[src/rtl/gbe_rx_snap_ctrl.sv]
// gbe_rx_snap_ctrl
// Capture sequencer for the receive snapshot buffer. Waits for an arm command
// and an optional trigger, then streams valid receive words into BRAM port A
// until the buffer fills or software stops the capture. Publishes busy/done,
// word count and last written address for the register interface.
module gbe_rx_snap_ctrl #(
    parameter int AW = 13,
    parameter int DW = 128
) (
    input  logic          clk,
    input  logic          rst,
    input  logic          ctrl_arm,
    input  logic          ctrl_stop,
    input  logic          ctrl_trig_en,
    input  logic          din_valid,
    input  logic          din_trig,
    input  logic [DW-1:0] din_data,
    output logic          bram_we,
    output logic          bram_en_a,
    output logic [AW-1:0] bram_addr,
    output logic [DW-1:0] bram_wr_data,
    output logic          status_busy,
    output logic          status_done,
    output logic [AW:0]   status_count,
    output logic [AW-1:0] status_last_addr
);

    typedef enum logic [1:0] {
        ST_IDLE    = 2'd0,
        ST_ARMED   = 2'd1,
        ST_CAPTURE = 2'd2,
        ST_DONE    = 2'd3
    } state_t;

    // Count value just before the write that fills the buffer.
    localparam logic [AW:0]   COUNT_LAST = {1'b0, {AW{1'b1}}};
    localparam logic [AW:0]   COUNT_ONE  = {{AW{1'b0}}, 1'b1};
    localparam logic [AW-1:0] PTR_ONE    = {{(AW-1){1'b0}}, 1'b1};

    state_t          state_q, state_d;
    logic            trig_en_q, trig_en_d;
    logic [AW-1:0]   wptr_q, wptr_d;
    logic [AW:0]     count_q, count_d;
    logic [AW-1:0]   last_addr_q, last_addr_d;
    logic            we_q, we_d;
    logic [AW-1:0]   addr_q, addr_d;
    logic [DW-1:0]   wdata_q, wdata_d;
    logic            busy_q, busy_d;
    logic            done_q, done_d;
    logic            write_s;

    // Next-state, write-request and status computation.
    always_comb begin
        state_d     = state_q;
        trig_en_d   = trig_en_q;
        wptr_d      = wptr_q;
        count_d     = count_q;
        last_addr_d = last_addr_q;
        we_d        = 1'b0;
        addr_d      = addr_q;
        wdata_d     = wdata_q;
        write_s     = 1'b0;

        case (state_q)
            ST_IDLE, ST_DONE: begin
                // A new arm restarts the buffer; last address is kept until
                // the first new word lands.
                if (ctrl_arm) begin
                    state_d   = ST_ARMED;
                    count_d   = {(AW+1){1'b0}};
                    wptr_d    = {AW{1'b0}};
                    trig_en_d = ctrl_trig_en;
                end else begin
                    state_d = state_q;
                end
            end
            ST_ARMED: begin
                if (ctrl_stop) begin
                    state_d = ST_IDLE;
                    count_d = {(AW+1){1'b0}};
                end else if (din_valid && (!trig_en_q || din_trig)) begin
                    write_s = 1'b1;
                    state_d = ST_CAPTURE;
                end else begin
                    state_d = ST_ARMED;
                end
            end
            ST_CAPTURE: begin
                // A word coincident with stop is still written.
                if (din_valid) begin
                    write_s = 1'b1;
                end else begin
                    write_s = 1'b0;
                end
                if (ctrl_stop) begin
                    state_d = ST_DONE;
                end else begin
                    state_d = ST_CAPTURE;
                end
            end
            default: begin
                state_d = ST_IDLE;
            end
        endcase

        if (write_s) begin
            we_d        = 1'b1;
            addr_d      = wptr_q;
            wdata_d     = din_data;
            wptr_d      = wptr_q + PTR_ONE;
            count_d     = count_q + COUNT_ONE;
            last_addr_d = wptr_q;
            // This write fills the buffer: stop capturing.
            if (count_q == COUNT_LAST) begin
                state_d = ST_DONE;
            end else begin
                state_d = state_d;
            end
        end else begin
            we_d = 1'b0;
        end

        busy_d = (state_d == ST_ARMED) || (state_d == ST_CAPTURE);
        done_d = (state_d == ST_DONE);
    end

    // State, pointer, status and BRAM port registers.
    always_ff @(posedge clk or posedge rst) begin
        if (rst) begin
            state_q     <= ST_IDLE;
            trig_en_q   <= 1'b0;
            wptr_q      <= {AW{1'b0}};
            count_q     <= {(AW+1){1'b0}};
            last_addr_q <= {AW{1'b0}};
            we_q        <= 1'b0;
            addr_q      <= {AW{1'b0}};
            wdata_q     <= {DW{1'b0}};
            busy_q      <= 1'b0;
            done_q      <= 1'b0;
        end else begin
            state_q     <= state_d;
            trig_en_q   <= trig_en_d;
            wptr_q      <= wptr_d;
            count_q     <= count_d;
            last_addr_q <= last_addr_d;
            we_q        <= we_d;
            addr_q      <= addr_d;
            wdata_q     <= wdata_d;
            busy_q      <= busy_d;
            done_q      <= done_d;
        end
    end

    assign bram_we          = we_q;
    assign bram_en_a        = we_q;
    assign bram_addr        = addr_q;
    assign bram_wr_data     = wdata_q;
    assign status_busy      = busy_q;
    assign status_done      = done_q;
    assign status_count     = count_q;
    assign status_last_addr = last_addr_q;

endmodule
[config.mk]
export PLATFORM = sky130hd
export DESIGN_NAME = gbe_rx_snap_ctrl
export DESIGN_NICKNAME = d
export VERILOG_FILES = /design/src/rtl/gbe_rx_snap_ctrl.sv
export SDC_FILE = /design/constraint.sdc
export NUM_CORES = 1
export LEC_CHECK = 0
export ABC_AREA = 1
export CAP_MARGIN = 20
export CORE_MARGIN = 3
export CORE_UTILIZATION = 40
export DETAILED_ROUTE_END_ITERATION = 6
export PLACE_DENSITY_LB_ADDON = 0.08
export SKIP_LAST_GASP = 1
export SLEW_MARGIN = 20
export SYNTH_ARGS = -nofsm -noshare
export SYNTH_HDL_FRONTEND = slang
export SYNTH_SLANG_ARGS = --single-unit
[constraint.sdc]
create_clock -name clk -period 6.85 [get_ports clk]
set_input_delay 0.685 -clock clk [delete_from_list [all_inputs] [get_ports clk]]
set_output_delay 0.685 -clock clk [all_outputs]
set_load 0.1 [all_outputs]
* Yosys cells after proc, flatten, opt, wreduce, memory -nomap -nowiden *
Index checks and enable logic that the tools add are counted.

cells by class
  equal/unequal tests = 9
  $add $sub $neg = 2
  reduce and logical (&&, ||, !) cells = 12
  muxes and demuxes = 19

operators with widths
  operator                                               count
  two-way mux 14 bit                                     3
  two-way mux 13 bit                                     3
  one-hot mux 14 bit (2 select lines)                    1
  adder 14 x 1 -> 14 bit, second input constant          1
  equality test 14 x 13 -> 1 bit, second input constant  1
  adder 13 x 1 -> 13 bit, second input constant          1
  two-way mux 2 bit                                      5
  equality test 2 bit, second input constant             4
  inequality test 3 bit, second input constant           2
  one-hot mux 2 bit (3 select lines)                     1
  two-way mux 1 bit                                      5
  equality test 2 x 1 -> 1 bit, second input constant    2
  AND reduction 2 bit                                    2
  nonzero test 2 bit                                     2
  AND reduction 3 bit                                    1
  nonzero test 3 bit                                     1
  zero test 2 bit                                        1
  logical OR 1 bit                                       2
  one-hot mux 1 bit (2 select lines)                     1
  OR reduction 2 bit                                     1
  logical AND 1 bit                                      1
  zero test 1 bit                                        1

storage, ports and cells
  flip-flop bits (word level) = 174
  output and inout port bits = 172
  logic and storage cells = 51
  input bits = 135

* Logic depth before layout (Yosys ltp) *
Gate-level depths: netlist (run 1).

  depth in word-level cells = 10
  depth in mapped cells = 12
  mapped depth without buffers = 11

* Least setup slack after synthesis (run 1) *
OpenSTA, ideal clock, no wires.

  path kind = register -> register
  from = register count_q[0], in the netlist status_count[0]
  to = register busy_q, in the netlist status_busy
  cell stages (with the launch flop) = 7
  setup slack = 4.478 ns
  data required time = 6.724 ns
  buffers on the path = 0
  clock period less this slack = 2.372 ns
  library setup time = 0.126 ns
  arrival = 2.246 ns
  cell sequence = dfrtp_1 -> ha_1 -> nand2_1 -> nor2_1 -> nand4_1 -> o21ai_0 -> ha_1

on the way
  longest elaborated chain between the ends = 5
  elaborated cells between the ends (all ways) = 6
  classes of those cells = 3 x eq/ne; 2 x mux; 1 x reduce/logical

RTL lines
  what                                                                 line  RTL
  start: declaration                                                   43    logic [AW:0] count_q, count_d;
  start signal: assignment                                             133   count_q <= {(AW+1){1'b0}};
  start signal: assignment                                             144   count_q <= count_d;
  equality test 14 x 13 -> 1 bit (*)                                   114   if (count_q == COUNT_LAST) begin
  two-way mux 2 bit (*)                                                114
  two-way mux 2 bit (*)                                                106   if (write_s) begin
  named net state_d[0]                                                 40    state_t state_q, state_d;
  equality test 2 x 1 -> 1 bit or equality test 2 bit (tied branches)  123   busy_d = (state_d == ST_ARMED) || (state_d == ST_CAPTURE);
  logical OR 1 bit (*)                                                 123
  named net busy_d                                                     48    logic busy_q, busy_d;
  end signal: assignment                                               149   busy_q <= busy_d;
  end: declaration                                                     48

Mark *: on every way through the listed nets, which the timed path passes. The rest lies on a longest branch.
A chain may end at the register's enable or synchronous reset.

* Worst setup path in the final report (run 1) *
  from = input ctrl_stop
  to = register wdata_q[113], in the netlist bram_wr_data[113]

on the way
  longest elaborated chain between the ends = 2

RTL lines
  what                                line  RTL
  start: declaration                  13    input logic ctrl_stop,
  two-way mux 1 bit                   78    if (ctrl_stop) begin
  one-hot mux 1 bit (2 select lines)  64    case (state_q)
  end signal: assignment              137   wdata_q <= {DW{1'b0}};
  end signal: assignment              148   wdata_q <= wdata_d;
  end: declaration                    47    logic [DW-1:0] wdata_q, wdata_d;

No other way between the ends.

==> out/metrics.yaml, run 1 <==
drt:
  detailroute.wirelength.met2_um: 10200
  drc: 0
  length_of_routed_met3_wiring_um: 1810
  drt_first_pass_iters: 6
  route.antenna.remaining_nets: 0
  via_per_inst: 4.68
  drtIter0Drc: 276
  routed_wl_um: 20800
  dr_total_vias: 6411
  routed_wire_length_per_instance_um: 15.2
  detail_route.wirelength.met1_um: 8530
  top_layer: "met4"
placement:
  detailed_place_hpwl_um: 14400
  place_congestion: 0.830
  io_buffer_count: 306
synthesis:
  post_synth_instance_area_um2: 7220
  postSynthCellCount: 851
  async_reset_ff_frac: 1.00
  ys_top_cells_by_area: "sky130_fd_sc_hd__dfrtp_1, sky130_fd_sc_hd__nand2_1, sky130_fd_sc_hd__buf_4"
  synthMostInstantiatedCell: "sky130_fd_sc_hd__nand2_1"
  ys_top_cells_by_count: "sky130_fd_sc_hd__nand2_1, sky130_fd_sc_hd__dfrtp_1, sky130_fd_sc_hd__inv_1, sky130_fd_sc_hd__nand3_1, sky130_fd_sc_hd__o21ai_0"
  post_syn_area_per_cell_um2: 8.49
  number_of_nets_produced_by_synthesis: 991
  synth_largest_type_area_fraction: 0.603
  netlist.top_cell.by_area: "sky130_fd_sc_hd__dfrtp_1"
  postSynthRegisterBits: 174
  synth_top_flop_cell: "sky130_fd_sc_hd__dfrtp_1"
  number_of_flops_mapped_to_enable_cells_by_yosys: 0
  synth_warnings: 0
  yosysSeqAreaShare: 0.603
  number_of_different_library_cells_in_the_post_synthesis_netlist: 24
grt:
  grt_pass1_vias: 6341
  globalRoute.totalOverflow: 0
  grt_pass1_wl_um: 33500
  grt_start_max_net_pins: 112
  groute.usage.overall: 0.211
  initial_antenna_violation_count: 1
die:
  num_io_pins: 307
  design.core.area_um2: 17500
  floorplan.initialDensity: 0.413
  placement_rows: 48
  floorplan.die_area_um2: 19700
  floorplan.die.width_um: 140
  die_h_um: 140
sta:
  fin_tns_setup_ps: 0
  clock-skew-final_ps: 12.3
  fin_crit_sh: 0.418
  slew_headroom: 0.306
  max_slew.worst_pin.slew_ps: 1040
  post-route-min-period_ps: 2860
  finalSetupViolations: 0
  final_hold_violation_count: 0
  final_max_slew_viol_count: 0
  setup_repair_after_global_routing_missed_its_margin: "no"
  clock.fmax_ghz: 0.350
status:
  outcome: "finished, final reports clean"
min_path:
  worst_hold_path_type: "flop to flop"
  hold_depth: 2
  min_from: "bram_wr_data[126]$_DFFE_PP0P_"
  whs_endpoint: "bram_wr_data[126]$_DFFE_PP0P_"
clocking:
  root_buffer: "sky130_fd_sc_hd__clkbuf_16"
  max-clock-path-buffers: 2
  path_clk_slew_ps: 70
  tritoncts: "done"
  cts-resized-gates: 0
  worstSkewPairLatency_ps: 420
  cts.sinks: 174
  postCtsSetupBuffers: 0
  total_cts_buffers: 17
  cts-hold-fix-buffers: 0
  number_of_h_tree_branching_levels: 4
setup_path:
  cp-end-kind: "flop"
  timing.critical_path.from: "ctrl_stop"
  worstRegToRegCells: 9
  cp.arrival_ps: 3220
  startpoint_type: "input port"
  reg2reg_slack_ps: 4070
  r2r_start: "state_q[0]$_DFF_PP0_"
  worst_r2r_endpoint: "bram_wr_data[113]$_DFFE_PP0P_"
  critPathMaxFanout: 98
  cp.required_ps: 7210
  criticalPathCategory: "input port to flop"
finish:
  areaGrowthSynthToFinish_pct: 50.9
  final_layout_size_suffix_gt1_frac: 0.0384
  number_of_nets_in_the_finished_design: 1272
  filler_cell_count: 1536
flow_run:
  cap_violations: 0
-- layer usage --
| metal | vias to the layer above | global-route usage |
|---|---|---|
| li1 | 3179 | - |
| met1 | 2974 | 0.266 |
| met2 | 240 | 0.341 |
| met3 | 18 | 0.0751 |
| met4 | 0 | 0.0688 |
| met5 | - | 0 |
-- cells in the final DEF (no fill, tap or decap), drive strengths merged, types with 5 or more instances in the layout --
cell type	n
a21oi	5
clkbuf	19
clkdlybuf4s50	306
dfrtp	174
ha	5
inv	37
nand2	481
nand3	31
nand4	10
nor2	19
o21ai	30
-- cell type report --
class	count	area, um^2	share of cell area
diodes	1	2.50	0.000229
flip-flops and latches	174	4350	0.399
inverters	31	124	0.0114
clock buffers	19	443	0.0406
well taps	225	282	0.0258
repair buffers	310	3090	0.284
multi-input cells	598	2480	0.227
clock inverters	13	128	0.0117
-- registers in the layout, summed over array words and instances (netlist names) --
| signal | cells |
|---|---|
| bram_addr | 13 |
| bram_en_a | 1 |
| bram_wr_data | 128 |
| state_q | 2 |
| status_busy | 1 |
| status_count | 14 |
| status_done | 1 |
| trig_en_q | 1 |
| wptr_q | 13 |
-- worst max-delay path, stage by stage --
cell                              delay (ps)
sky130_fd_sc_hd__clkdlybuf4s50_1         490
sky130_fd_sc_hd__nor2_2                   60
sky130_fd_sc_hd__nand3_1                 150
sky130_fd_sc_hd__nand2_1                 120
sky130_fd_sc_hd__nand2_4                 740
sky130_fd_sc_hd__buf_4                   670
sky130_fd_sc_hd__nand2_1                 140
sky130_fd_sc_hd__nand2_1                 110
-- how the worst max path moves through the flow --
| stage | slack, ps | depth (start not counted) | endpoint |
|---|---|---|---|
| floorplan | 1450 | 1 | bram_addr[0]$_DFFE_PP0P_ |
| detailed placement | 3510 | 7 | wptr_q[7]$_DFFE_PP0P_ |
| global route | 3810 | 8 | bram_wr_data[113]$_DFFE_PP0P_ |
| global placement | 3540 | 7 | wptr_q[7]$_DFFE_PP0P_ |
| CTS | 3970 | 7 | wptr_q[7]$_DFFE_PP0P_ |
| finish | 3990 | 8 | bram_wr_data[113]$_DFFE_PP0P_ |
-- through the flow --
step	std cells	setup WS (ps)	hold slack (ps)	area (um^2)	utilization
2_1_floorplan	851	1450	480	7220	-
3_3_place_gp	1338	3540	461	10300	0.591
3_5_place_dp	1338	3510	464	10300	0.591
4_1_cts	1370	3970	482	10900	0.624
5_1_grt	1371	3810	494	10900	0.624
6_report	1371	3990	476	10900	0.624
-- cells by family after synthesis --
logic type / share of synthesized area
flip-flops: 0.603
adder cells (fa/ha/maj): 0.00866
AND/OR/NAND/NOR: 0.296
XOR/XNOR: 0.00364
AO/OA/AOI/OAI: 0.0317
buffers and inverters: 0.0552
multiplexers: 0.00156
Power of run 1 is left out: the tool's default activity adds up to more than one toggle a clock period on the data nets, which glitch-free logic cannot reach.
==> run 2, diff against run 1 <==
--- a/config.mk
+++ b/config.mk
@@ -8,7 +8,7 @@
 export ABC_AREA = 1
 export CAP_MARGIN = 20
 export CORE_MARGIN = 3
-export CORE_UTILIZATION = 40
+export CORE_UTILIZATION = 39
 export DETAILED_ROUTE_END_ITERATION = 6
 export PLACE_DENSITY_LB_ADDON = 0.08
 export SKIP_LAST_GASP = 1
==> constraint.sdc (replaced) <==
create_clock -name clk -period 2.35 [get_ports clk]
set_input_delay 0.235 -clock clk [delete_from_list [all_inputs] [get_ports clk]]
set_output_delay 0.235 -clock clk [all_outputs]
set_load 0.1 [all_outputs]
==> run 2 against run 1 <==
Effect of this change:
- hold slack worse by 270 ps
- cell count increased by 0.66%
- global-route usage fell by 1.7 points
- cell area decreased by 2.6%
- die area increased by 2.5%
- largest cell class unchanged
- register-to-register slack lost 3600 ps
- wire length shrank 3.0%
==> out/metrics.yaml, run 2 (synthesis results as in run 1) <==
setup_path:
  timing.critical_path.slowest_stage_cell: "sky130_fd_sc_hd__ha_1"
  critPathBufInv: 2  # unchanged
  cpPeakStageDelay_ps: 380  # -360 ps
  cp.arrival_ps: 2220  # -1000 ps
  cp.required_ps: 2650  # -4560 ps
  crit_chain: "inv_1 > ha_1 > inv_1 > or2_2 > o21ai_0 > o21ai_0 > ha_1"
  startpoint_type: "flop"
  worst_path_dominant_cell_family: "adder cells"
  cp-end-kind: "flop"
  criticalPathCategory: "flop to flop"
  critPathMaxFanout: 5  # -95%
drt:
  routed_wire_length_per_instance_um: 14.6  # -3.7%
  drtIter0Drc: 396  # +43%
  routed_wl_um: 20100  # -3.0%
  drt_first_pass_iters: 4  # -2
  via_per_inst: 4.55  # -2.7%
  dr_total_vias: 6278  # -2.1%
  route.antenna.remaining_nets: 0  # unchanged
  drc: 0  # unchanged
die:
  floorplan.initialDensity: 0.399  # -0.0139
  floorplan.die_area_um2: 20200  # +2.5%
  num_io_pins: 307  # unchanged
  placement_rows: 49  # +2.1%
  design.core.area_um2: 18100  # +3.5%
  floorplan.die.width_um: 142  # +1.2%
  die_h_um: 142  # +1.2%
finish:
  design_area_um2: 10600  # -2.6%
  final_layout_size_suffix_gt1_frac: 0.192  # +0.154
  number_of_nets_in_the_finished_design: 1277  # +0.39%
  largest_register_ffs: 128  # unchanged
  utilization: 0.587  # -0.0367
  areaGrowthSynthToFinish_pct: 47.0
  layout_commonest_cell: "sky130_fd_sc_hd__nand2_1"
  most_frequent_cells_in_the_layout: "sky130_fd_sc_hd__nand2_1, sky130_fd_sc_hd__buf_4, sky130_fd_sc_hd__dfrtp_1"
placement:
  place_congestion: 0.835  # +0.65%
  io_buffer_count: 306  # unchanged
  detailed_place_hpwl_um: 14300  # -0.70%
  place_ws_ps: 360  # -3150 ps
  postPlaceCellArea_um2: 10000  # -3.0%
sta:
  setup_repair_after_global_routing_missed_its_margin: "no"
  slew_headroom: 0.579  # +0.273
  max_slew.worst_pin.slew_ps: 632  # -406 ps
  post-route-min-period_ps: 1920
  final_hold_violation_count: 0  # unchanged
  clock.fmax_ghz: 0.520
  clock-skew-final_ps: 15.2  # +2.88 ps
  final_max_slew_viol_count: 0  # unchanged
  post-route-worst-setup-slack_ps: 428  # -3560 ps
  finalSetupViolations: 0  # unchanged
  fin_crit_sh: 0.818
grt:
  globalRoute.totalOverflow: 0  # unchanged
  groute.usage.overall: 0.194  # -0.0167
  grt_pass1_vias: 5950  # -6.2%
  grt_start_max_net_pins: 139  # +24%
  grt_pass1_wl_um: 31400  # -6.2%
  initial_antenna_violation_count: 1  # unchanged
clocking:
  max-clock-path-buffers: 2  # unchanged
  path_clk_slew_ps: 70  # about the same
  tritoncts: "done"
  root_buffer: "sky130_fd_sc_hd__clkbuf_16"
  number_of_h_tree_branching_levels: 4  # unchanged
  cts-hold-fix-buffers: 0  # unchanged
  worstSkewPairLatency_ps: 420  # about the same
  cts.sinks: 174  # unchanged
  cts-resized-gates: 0  # unchanged
  total_cts_buffers: 17  # unchanged
  postCtsSetupBuffers: 0  # unchanged
status:
  outcome: "finished, final reports clean"
min_path:
  worst_hold_path_type: "input port to asynchronous set/reset pin"
flow_run:
  cap_violations: 0  # unchanged
==> run 2: changes by cell type in the layout (fill, tap and decap cells not counted) <==
cell                              change
sky130_fd_sc_hd__clkinvlp_4           +2
sky130_fd_sc_hd__inv_6                -6
sky130_fd_sc_hd__clkbuf_8             +2
sky130_fd_sc_hd__bufinv_16            +1
sky130_fd_sc_hd__buf_4              +171
sky130_fd_sc_hd__clkdlybuf4s50_1    -172
sky130_fd_sc_hd__buf_12               +6
sky130_fd_sc_hd__clkinv_4             +1
==> run 2: worst paths after layout <==
check	startpoint	endpoint	slack, ps	cells past startpoint
max in group asynchronous	rst	bram_wr_data[124]$_DFFE_PP0P_	1390	3
min in group clk	din_data[126]	bram_wr_data[126]$_DFFE_PP0P_	340	3
worst min register to register	bram_wr_data[105]$_DFFE_PP0P_	bram_wr_data[105]$_DFFE_PP0P_	480	2
worst max register to register	state_q[0]$_DFF_PP0_	status_busy$_DFF_PP0_	430	7
worst max-delay path	state_q[0]$_DFF_PP0_	status_busy$_DFF_PP0_	430	7
worst min-delay path	rst	bram_wr_data[42]$_DFFE_PP0P_	210	2
==> run 2: routing by layer <==
metal	GRT usage	wire length (um)	up-vias
met5	0	0	-
met1	0.253	8630	2830
met3	0.0665	1800	31
met4	0.0697	606	0
met2	0.303	9110	229
li1	-	-	3188
==> run 2: cell type report <==
class | instances | area (um^2)
antenna | 1 | 2.50
clock buffer | 21 | 470
clock inverter | 11 | 133
fill | 1610 | 7470
inverter | 31 | 120
multi-input combinational | 598 | 2480
sequential | 174 | 4350
tap | 229 | 287
timing repair buffer | 315 | 2780
==> run 2: stage by stage <==
step	hold WS [ps]	setup TNS, ps	cells
finish	207	0	1380
CTS	200	0	1379
detailed placement	466	0	1347
global placement	463	0	1347
floorplan	345	-19100	851
global route	251	0	1380
Power of run 2 is left out for the same reason.
